$ cat src/rtl/eth_pkg.sv
// eth_pkg: Ethernet constants and types shared by the GMII receive and transmit paths
package eth_pkg;
    typedef enum logic [2:0] {IDLE, PREAMBLE, HEADER, PAYLOAD, DROP} rx_state_t;
    localparam logic [31:0] CRC_POLY    = 32'h04C1_1DB7;
    localparam logic [31:0] CRC_INIT    = 32'hFFFF_FFFF;
    localparam logic [31:0] CRC_RESIDUE = 32'hC704_DD7B;
    localparam logic [10:0] MIN_LEN     = 11'd64;
    localparam logic [10:0] MAX_LEN     = 11'd1518;
    localparam logic [47:0] BCAST_MAC   = 48'hFFFF_FFFF_FFFF;
    localparam logic [7:0]  PRE_BYTE    = 8'h55;
    localparam logic [7:0]  SFD_BYTE    = 8'hD5;
    localparam logic [2:0]  MAX_PRE     = 3'd7;
    function automatic logic len_bad(input logic [10:0] n);
        return n < MIN_LEN || n > MAX_LEN;
    endfunction
endpackage

$ cat src/rtl/crc32_d8.sv
// crc32_d8: one-byte CRC-32 step, data bits taken LSB first into an MSB-first register
module crc32_d8
    import eth_pkg::*;
(
    input  logic [31:0] crc_in,
    input  logic [7:0]  data,
    input  logic        en,
    input  logic        init,
    output logic [31:0] crc_out
);
    logic [31:0] c;
    // Eight serial LFSR steps unrolled; init wins over en
    always_comb begin
        c = crc_in;
        for (int i = 0; i < 8; i++)
            c = {c[30:0], 1'b0} ^ ((c[31] ^ data[i]) ? CRC_POLY : 32'h0);
        crc_out = init ? CRC_INIT : en ? c : crc_in;
    end
endmodule

$ cat src/rtl/gmii_recv.sv
// gmii_recv: GMII frame receiver with header parse, FCS strip, CRC and length checks
module gmii_recv
    import eth_pkg::*;
#(
    parameter logic [47:0] LOCAL_MAC = 48'h00_0A_35_01_FE_C0,
    parameter bit          CHECK_MAC = 1'b1
) (
    input  logic        sys_clk,
    input  logic        reset,
    input  logic [7:0]  gmii_rxd,
    input  logic        gmii_rx_dv,
    input  logic        gmii_rx_er,
    output logic [7:0]  rx_data,
    output logic        rx_valid,
    output logic        rx_sop,
    output logic        rx_eop,
    output logic [47:0] rx_src_mac,
    output logic [15:0] rx_type,
    output logic        frame_done,
    output logic        frame_good,
    output logic        crc_err,
    output logic        len_err,
    output logic        phy_err,
    output logic [10:0] frame_len,
    output logic [15:0] good_cnt
);
    rx_state_t state, state_nx;
    logic dv_q, pend, first_q, er_acc;
    logic [2:0] pre_cnt, fill;
    logic [3:0] hdr_cnt;
    logic [111:0] hdr, hdr_nx;
    logic [39:0] dly;
    logic [10:0] len_cnt;
    logic [31:0] crc_q, crc_d;
    logic in_frame, mac_ok, emit, fall, crc_e, len_e, good;

    assign hdr_nx   = {hdr[103:0], gmii_rxd};
    assign in_frame = state == HEADER || state == PAYLOAD;
    assign mac_ok   = !CHECK_MAC || hdr_nx[111:64] == LOCAL_MAC || hdr_nx[111:64] == BCAST_MAC;
    assign emit     = state == PAYLOAD && fill == 3'd5;
    assign fall     = state == PAYLOAD && !gmii_rx_dv;
    assign crc_e    = crc_q != CRC_RESIDUE;
    assign len_e    = len_bad(len_cnt) || fill != 3'd5;
    assign good     = !(crc_e || len_e || er_acc);

    crc32_d8 u_crc (
        .crc_in (crc_q),
        .data   (gmii_rxd),
        .en     (in_frame && gmii_rx_dv),
        .init   (!in_frame),
        .crc_out(crc_d)
    );

    // State register
    always_ff @(posedge sys_clk) begin
        if (reset) state <= IDLE;
        else       state <= state_nx;
    end

    // Next state; a frame only starts on a fresh rx_dv rising edge
    always_comb begin
        state_nx = state;
        case (state)
            IDLE:     state_nx = !gmii_rx_dv ? IDLE : dv_q ? DROP :
                                 gmii_rxd == PRE_BYTE ? PREAMBLE : gmii_rxd == SFD_BYTE ? HEADER : DROP;
            PREAMBLE: state_nx = !gmii_rx_dv ? IDLE : gmii_rxd == SFD_BYTE ? HEADER :
                                 (gmii_rxd == PRE_BYTE && pre_cnt != MAX_PRE) ? PREAMBLE : DROP;
            HEADER:   state_nx = !gmii_rx_dv ? IDLE : hdr_cnt != 4'd13 ? HEADER : mac_ok ? PAYLOAD : DROP;
            PAYLOAD:  state_nx = gmii_rx_dv ? PAYLOAD : IDLE;
            DROP:     state_nx = gmii_rx_dv ? DROP : IDLE;
            default:  state_nx = IDLE;
        endcase
    end

    // Frame bookkeeping: preamble/header counters, header capture, length, CRC, delay line
    always_ff @(posedge sys_clk) begin
        if (reset) begin
            dv_q    <= 1'b1;
            pre_cnt <= 3'd0;
            hdr_cnt <= 4'd0;
            hdr     <= '0;
            len_cnt <= 11'd0;
            crc_q   <= CRC_INIT;
            er_acc  <= 1'b0;
            dly     <= '0;
            fill    <= 3'd0;
            first_q <= 1'b1;
            pend    <= 1'b0;
        end else begin
            dv_q    <= gmii_rx_dv;
            pre_cnt <= state == PREAMBLE ? pre_cnt + 3'd1 : 3'd1;
            hdr_cnt <= state == HEADER ? hdr_cnt + 4'd1 : 4'd0;
            hdr     <= state == HEADER ? hdr_nx : hdr;
            len_cnt <= !in_frame ? 11'd0 : (gmii_rx_dv && len_cnt != 11'h7FF) ? len_cnt + 11'd1 : len_cnt;
            crc_q   <= crc_d;
            er_acc  <= (state != IDLE && er_acc) || (gmii_rx_dv && gmii_rx_er);
            dly     <= (state == PAYLOAD && gmii_rx_dv) ? {dly[31:0], gmii_rxd} : dly;
            fill    <= (state == PAYLOAD && gmii_rx_dv) ? (emit ? fill : fill + 3'd1) : 3'd0;
            first_q <= state == PAYLOAD ? first_q && !emit : 1'b1;
            pend    <= fall;
        end
    end

    // Payload stream out of the delay line and end-of-frame status
    always_ff @(posedge sys_clk) begin
        if (reset) begin
            rx_data    <= 8'd0;
            rx_valid   <= 1'b0;
            rx_sop     <= 1'b0;
            rx_eop     <= 1'b0;
            rx_src_mac <= 48'd0;
            rx_type    <= 16'd0;
            frame_done <= 1'b0;
            frame_good <= 1'b0;
            crc_err    <= 1'b0;
            len_err    <= 1'b0;
            phy_err    <= 1'b0;
            frame_len  <= 11'd0;
            good_cnt   <= 16'd0;
        end else begin
            rx_valid   <= emit;
            rx_sop     <= emit && first_q;
            rx_eop     <= emit && !gmii_rx_dv;
            rx_data    <= emit ? dly[39:32] : rx_data;
            rx_src_mac <= (emit && first_q) ? hdr[63:16] : rx_src_mac;
            rx_type    <= (emit && first_q) ? hdr[15:0] : rx_type;
            frame_done <= pend;
            frame_len  <= fall ? len_cnt : frame_len;
            crc_err    <= fall ? crc_e : crc_err;
            len_err    <= fall ? len_e : len_err;
            phy_err    <= fall ? er_acc : phy_err;
            frame_good <= fall ? good : frame_good;
            good_cnt   <= good_cnt + {15'd0, fall && good};
        end
    end
endmodule
$ cat config.mk
export PLATFORM = sky130hd
export DESIGN_NAME = gmii_recv
export DESIGN_NICKNAME = d
export VERILOG_FILES = /design/src/rtl/eth_pkg.sv /design/src/rtl/crc32_d8.sv /design/src/rtl/gmii_recv.sv
export SDC_FILE = /design/constraint.sdc
export NUM_CORES = 1
export LEC_CHECK = 0
export ABC_AREA = 0
export CAP_MARGIN = 0
export CORE_MARGIN = 2
export CORE_UTILIZATION = 50
export DETAILED_ROUTE_END_ITERATION = 7
export DONT_BUFFER_PORTS = 1
export GPL_ROUTABILITY_DRIVEN = 0
export SLEW_MARGIN = 5
export SYNTH_ARGS = -nofsm -noshare
export SYNTH_HDL_FRONTEND = slang
export SYNTH_SLANG_ARGS = --single-unit
$ cat constraint.sdc
create_clock -name sys_clk -period 8.2 [get_ports sys_clk]
set_input_delay 1.64 -clock sys_clk [delete_from_list [all_inputs] [get_ports sys_clk]]
set_output_delay 1.64 -clock sys_clk [all_outputs]
set_load 0.03 [all_outputs]
---- After elaboration in Yosys (flattened, before gate mapping) ----
Cells that the tools add are included.
storage, ports and cells
  flip-flop bits (word level) ............. 311
  output and inout bits ................... 107
  bits of input ports ..................... 12
cells by class
  magnitude comparators ................... 2
  equality and inequality tests ........... 14
  bitwise gates (word level) .............. 21
  add/subtract/negate cells ............... 5
  mux-type cells .......................... 22
  reduce and logical (&&, ||, !) cells .... 29
operator list
  kind                                                 count
  bitwise XOR 32 bit                                   8
  two-way mux 27 bit                                   8
  == test 48 x 36 -> 1 bit, second input constant      1
  == test 48 bit, second input constant                1
  two-way mux 3 bit                                    11
  != test 32 bit, second input constant                1
  adder 16 x 1 -> 16 bit                               1
  one-hot mux 3 bit (5 select lines)                   1
  logical AND 1 bit                                    12
  adder 11 x 1 -> 11 bit, second input constant        1
  > comparator 11 bit, second input constant           1
  < comparator 11 x 7 -> 1 bit, second input constant  1
  != test 11 bit, second input constant                1
  OR reduction 2 bit                                   5
  == test 8 x 7 -> 1 bit, second input constant        1
  == test 8 bit, second input constant                 1
  bitwise XOR 1 bit                                    8
  logical OR 1 bit                                     7
  adder 3 x 1 -> 3 bit, second input constant          2
  == test 3 x 2 -> 1 bit, second input constant        2
  == test 3 bit, second input constant                 2
  != test 3 bit, second input constant                 2
  inverter 1 bit                                       5
  adder 4 x 1 -> 4 bit, second input constant          1
  7 further kinds                                      9

---- Logic depth before layout (Yosys ltp) ----
  word-level depth ........................ 24
  mapped depth ............................ 14
  depth with buffers taken out ............ 14

---- Cells and area by module ----
Synthesis repeated with hierarchy kept, for this count alone.
unflattened totals
  cells, all modules ...................... 1478
  area total of the unflattened synthesis .. 12464.5 um^2
by module, submodules not included
  module     area each (um^2)  cells an instance  instances
  gmii_recv  11085.6           1342               1
  crc32_d8   1378.8            136                1

---- Worst setup path before layout ----
OpenSTA, ideal clock, no wires.
  path type ............................... input port to flip-flop
  start point ............................. in gmii_rx_dv
  end point ............................... reg good_cnt[14]
  stages on the path ...................... 12
  setup slack ............................. 4.388 ns
  library setup time ...................... 0.128 ns
  arrival ................................. 3.684 ns
  cells stage by stage .................... clkbuf_1 > or2_2 > clkbuf_1 > or4_1 > inv_1 > ha_1 > ha_1 > nand3_1 > nor2_1 > nand4_1 > xor2_1 > nor2_1
on the way
  cells in the longest elaborated chain, start to end .. 4
RTL lines
  what                    RTL line          text
  start: declaration      gmii_recv.sv:11   input logic gmii_rx_dv,
  logical NOT 1 bit       gmii_recv.sv:41   assign fall = state == PAYLOAD && !gmii_rx_dv;
  logical AND 1 bit       gmii_recv.sv:41
  logical AND 1 bit       gmii_recv.sv:133  good_cnt <= good_cnt + {15'd0, fall && good};
  adder 16 x 1 -> 16 bit  gmii_recv.sv:133
  end signal: assignment  gmii_recv.sv:133
  end: declaration        gmii_recv.sv:25   output logic [15:0] good_cnt
Every way passes these cells.
A chain may end at the register's enable or synchronous reset.

---- Worst setup path after layout ----
  start point ............................. reg state[1]
  end point ............................... reg good_cnt[14]
on the way
  cells in the longest elaborated chain, start to end .. 4
RTL lines
  what                      RTL line          text
  start: declaration        gmii_recv.sv:27   rx_state_t state, state_nx;
  start signal: assignment  gmii_recv.sv:57   else state <= state_nx;
  == test 3 x 2 -> 1 bit    gmii_recv.sv:41
  logical AND 1 bit         gmii_recv.sv:41
  logical AND 1 bit         gmii_recv.sv:133
  adder 16 x 1 -> 16 bit    gmii_recv.sv:133
Every way passes these cells.

==> results.json <==
{
  "status": "complete, no violations",
  "ys.flop_type": "dfxtp_1",
  "dieArea_sq_um": 25200,
  "synth_edf_count": 0,
  "place_inst": 1691,
  "fin_cells": 1751,
  "clk_pin_slew_ns": 0.06,
  "fmax_ghz": 0.272,
  "synth_common_cells": "nand2_1 (477), dfxtp_1 (311), a21oi_1 (238)",
  "critPathLaunchType": "flip-flop",
  "diodes": 0,
  "yosysMostFrequentCell": "nand2_1",
  "remaining_drc_errors": 0,
  "synth_top_area_cell": "dfxtp_1",
  "place_hpwl_mm": 16.6,
  "cts_tree": "built",
  "core_sq_um": 23500,
  "netlist_instances": 1459,
  "setup_violations": 0,
  "area_growth_pct": 10.9,
  "min_period_over_period_pct": 44.9,
  "fin_crit_ns": 3.68,
  "rsz0062_at_grt": "no",
  "synthDistinctLibCells": 46,
  "place_ws_ns": 4.34,
  "power.total_mw": 3.20,
  "drt_wl_total_mm": 27.1,
  "cts_max_level": 2,
  "drt_iter0_drc": 597,
  "skew_ns": 0.0171,
  "peakVddDrop_v": 0.000198,
  "finalHoldViolCount": 0,
  "yosys_warnings": 0,
  "reg2reg_setup_slack_ns": 4.52,
  "hp-class": "reg -> reg",
  "cts_made_buffers": 35,
  "antenna_found_initial": 0,
  "dr.pass1.iters": 4,
  "die_w_um": 159,
  "worstSkewPairLatency_ns": 0.51,
  "nets": 1430,
  "synth_top_area_share_pct": 52.0,
  "p_per_area_nw_per_um2": 241,
  "grt_pass1_wl_mm": 45.1,
  "clockBufferDepth": 3,
  "clockRootBuffer": "clkbuf_16",
  "post_cts_resized": 0,
  "setup_ws_ns": 4.52,
  "cp.arrival_ns": 4.11,
  "vias_per_cell": 5.28,
  "start_util_pct": 51.0,
  "endpoint_kind": "flip-flop",
  "synth.yosys.seq_area_share_pct": 52.0,
  "synth_fp_nets": 1480,
  "relSlewSlack_pct": 24.2,
  "path_class": "reg -> reg",
  "cts.sinks": 311,
  "drive_gt1_share_pct": 5.52,
  "syn_area_sq_um": 12000,
  "grt-ovfl-total": 0,
  "grt_max_degree": 262,
  "power_leakage_nw": 4.50,
  "num_vias": 9241,
  "row_count": 56,
  "setup_tns_ns": 0,
  "grt_pass1_vias": 8643,
  "critical_path_required_ns": 8.64,
  "die_height_um": 159,
  "yosys-top-cells-area": "dfxtp_1 (52%), nand2_1 (15%), a21oi_1 (10%)",
  "cts_setup_buffers": 0,
  "ys_ff_latch": 311,
  "wl_per_cell_um": 15.5,
  "place.port_buffers": 0,
  "syn_area_per_cell_sq_um": 8.20,
  "drv_cap": 0,
  "hold_buffers": 0,
  "ant_nets": 0,
  "grt_use_total_pct": 21.2,
  "maxSlewViolCount": 0,
  "ios": 119,
  "worst_pin_slew_ns": 1.13,
  "whs_ns": 0.447,
  "cp_max_fo": 16,
  "async_flop_share_pct": 0
}
[metal layers]
metal | vias to the layer above | part of all wire, % | global-route usage (%)
met5 | - | 0 | 0
met4 | 0 | 1.9 | 5.46
met3 | 41 | 5.6 | 5.30
met2 | 168 | 45 | 33.3
met1 | 4318 | 48 | 29.3
li1 | 4714 | - | -
[stage by stage]
stage	instance area (sq um)	utilization (%)
2_1_floorplan	12000	-
3_3_place_gp	12100	51.4
3_5_place_dp	12100	51.4
4_1_cts	13300	56.6
5_1_grt	13300	56.6
6_report	13300	56.6
[cell type report]
type,instances,area (sq um)
fillers,2167,10200
flip-flops and latches,311,6230
multi-input cells,1017,5260
clock buffers,51,1050
well taps,319,399
clock inverters,9,151
inverters,38,143
repair buffers,6,45.0
[worst max-delay path, cell delays in order (launching register included)]
cell,delay (ns)
dfxtp_1,0.45
nor2b_1,0.70
nand2_2,0.26
or2_2,0.48
or4_1,0.48
inv_1,0.08
ha_1,0.21
ha_1,0.27
nand3_1,0.10
nor2_1,0.17
nand4_1,0.12
xor2_1,0.17
nor2_1,0.10
[sequential cells by signal (all words and copies together), names as in the netlist, 3 cells and up]
signal and count:
rx_type 16, rx_data 8, dly 40, rx_src_mac 48
state 3, crc_q 32, good_cnt 16, hdr_cnt 4
len_cnt 11, hdr 104, fill 3, frame_len 11
pre_cnt 3
[path summary, 6_finish.rpt]
path / start / to / cells past startpoint
worst max-delay path: state[1] / good_cnt[14] / 12
worst min-delay path: dly[22] / dly[30] / 2
worst max register to register: state[1] / good_cnt[14] / 12
worst min register to register: dly[22] / dly[30] / 2
[logic make-up after synthesis]
family                     synth area share (%)
DFF                                        52.0
xor gates and xnor gates                   7.94
adders and majority gates                 0.941
and+or+nand+nor                            21.7
buffers and inverters                      4.21
muxes                                     0.167
AOI/OAI and AO/OA                          13.0
[cells in the final DEF (no fill, tap or decap), types with 9 or more instances in the layout]
cell / n
ha_1: 9
dfxtp_1: 311
clkbuf_16: 37
nand3_1: 13
inv_1: 38
xnor2_1: 61
a21oi_1: 238
o221ai_1: 30
nand4_1: 29
xor2_1: 25
nand2_1: 476
nor4_1: 14
nor2_1: 48
nor3_1: 11
[report_power, final]
group | switching, mW | internal, mW | total, mW
combinational | 0.0359 | 0.0328 | 0.0688
clock | 0.603 | 1.01 | 1.61
sequential | 0.00128 | 1.51 | 1.51
Power figures use the tool's default switching activity.
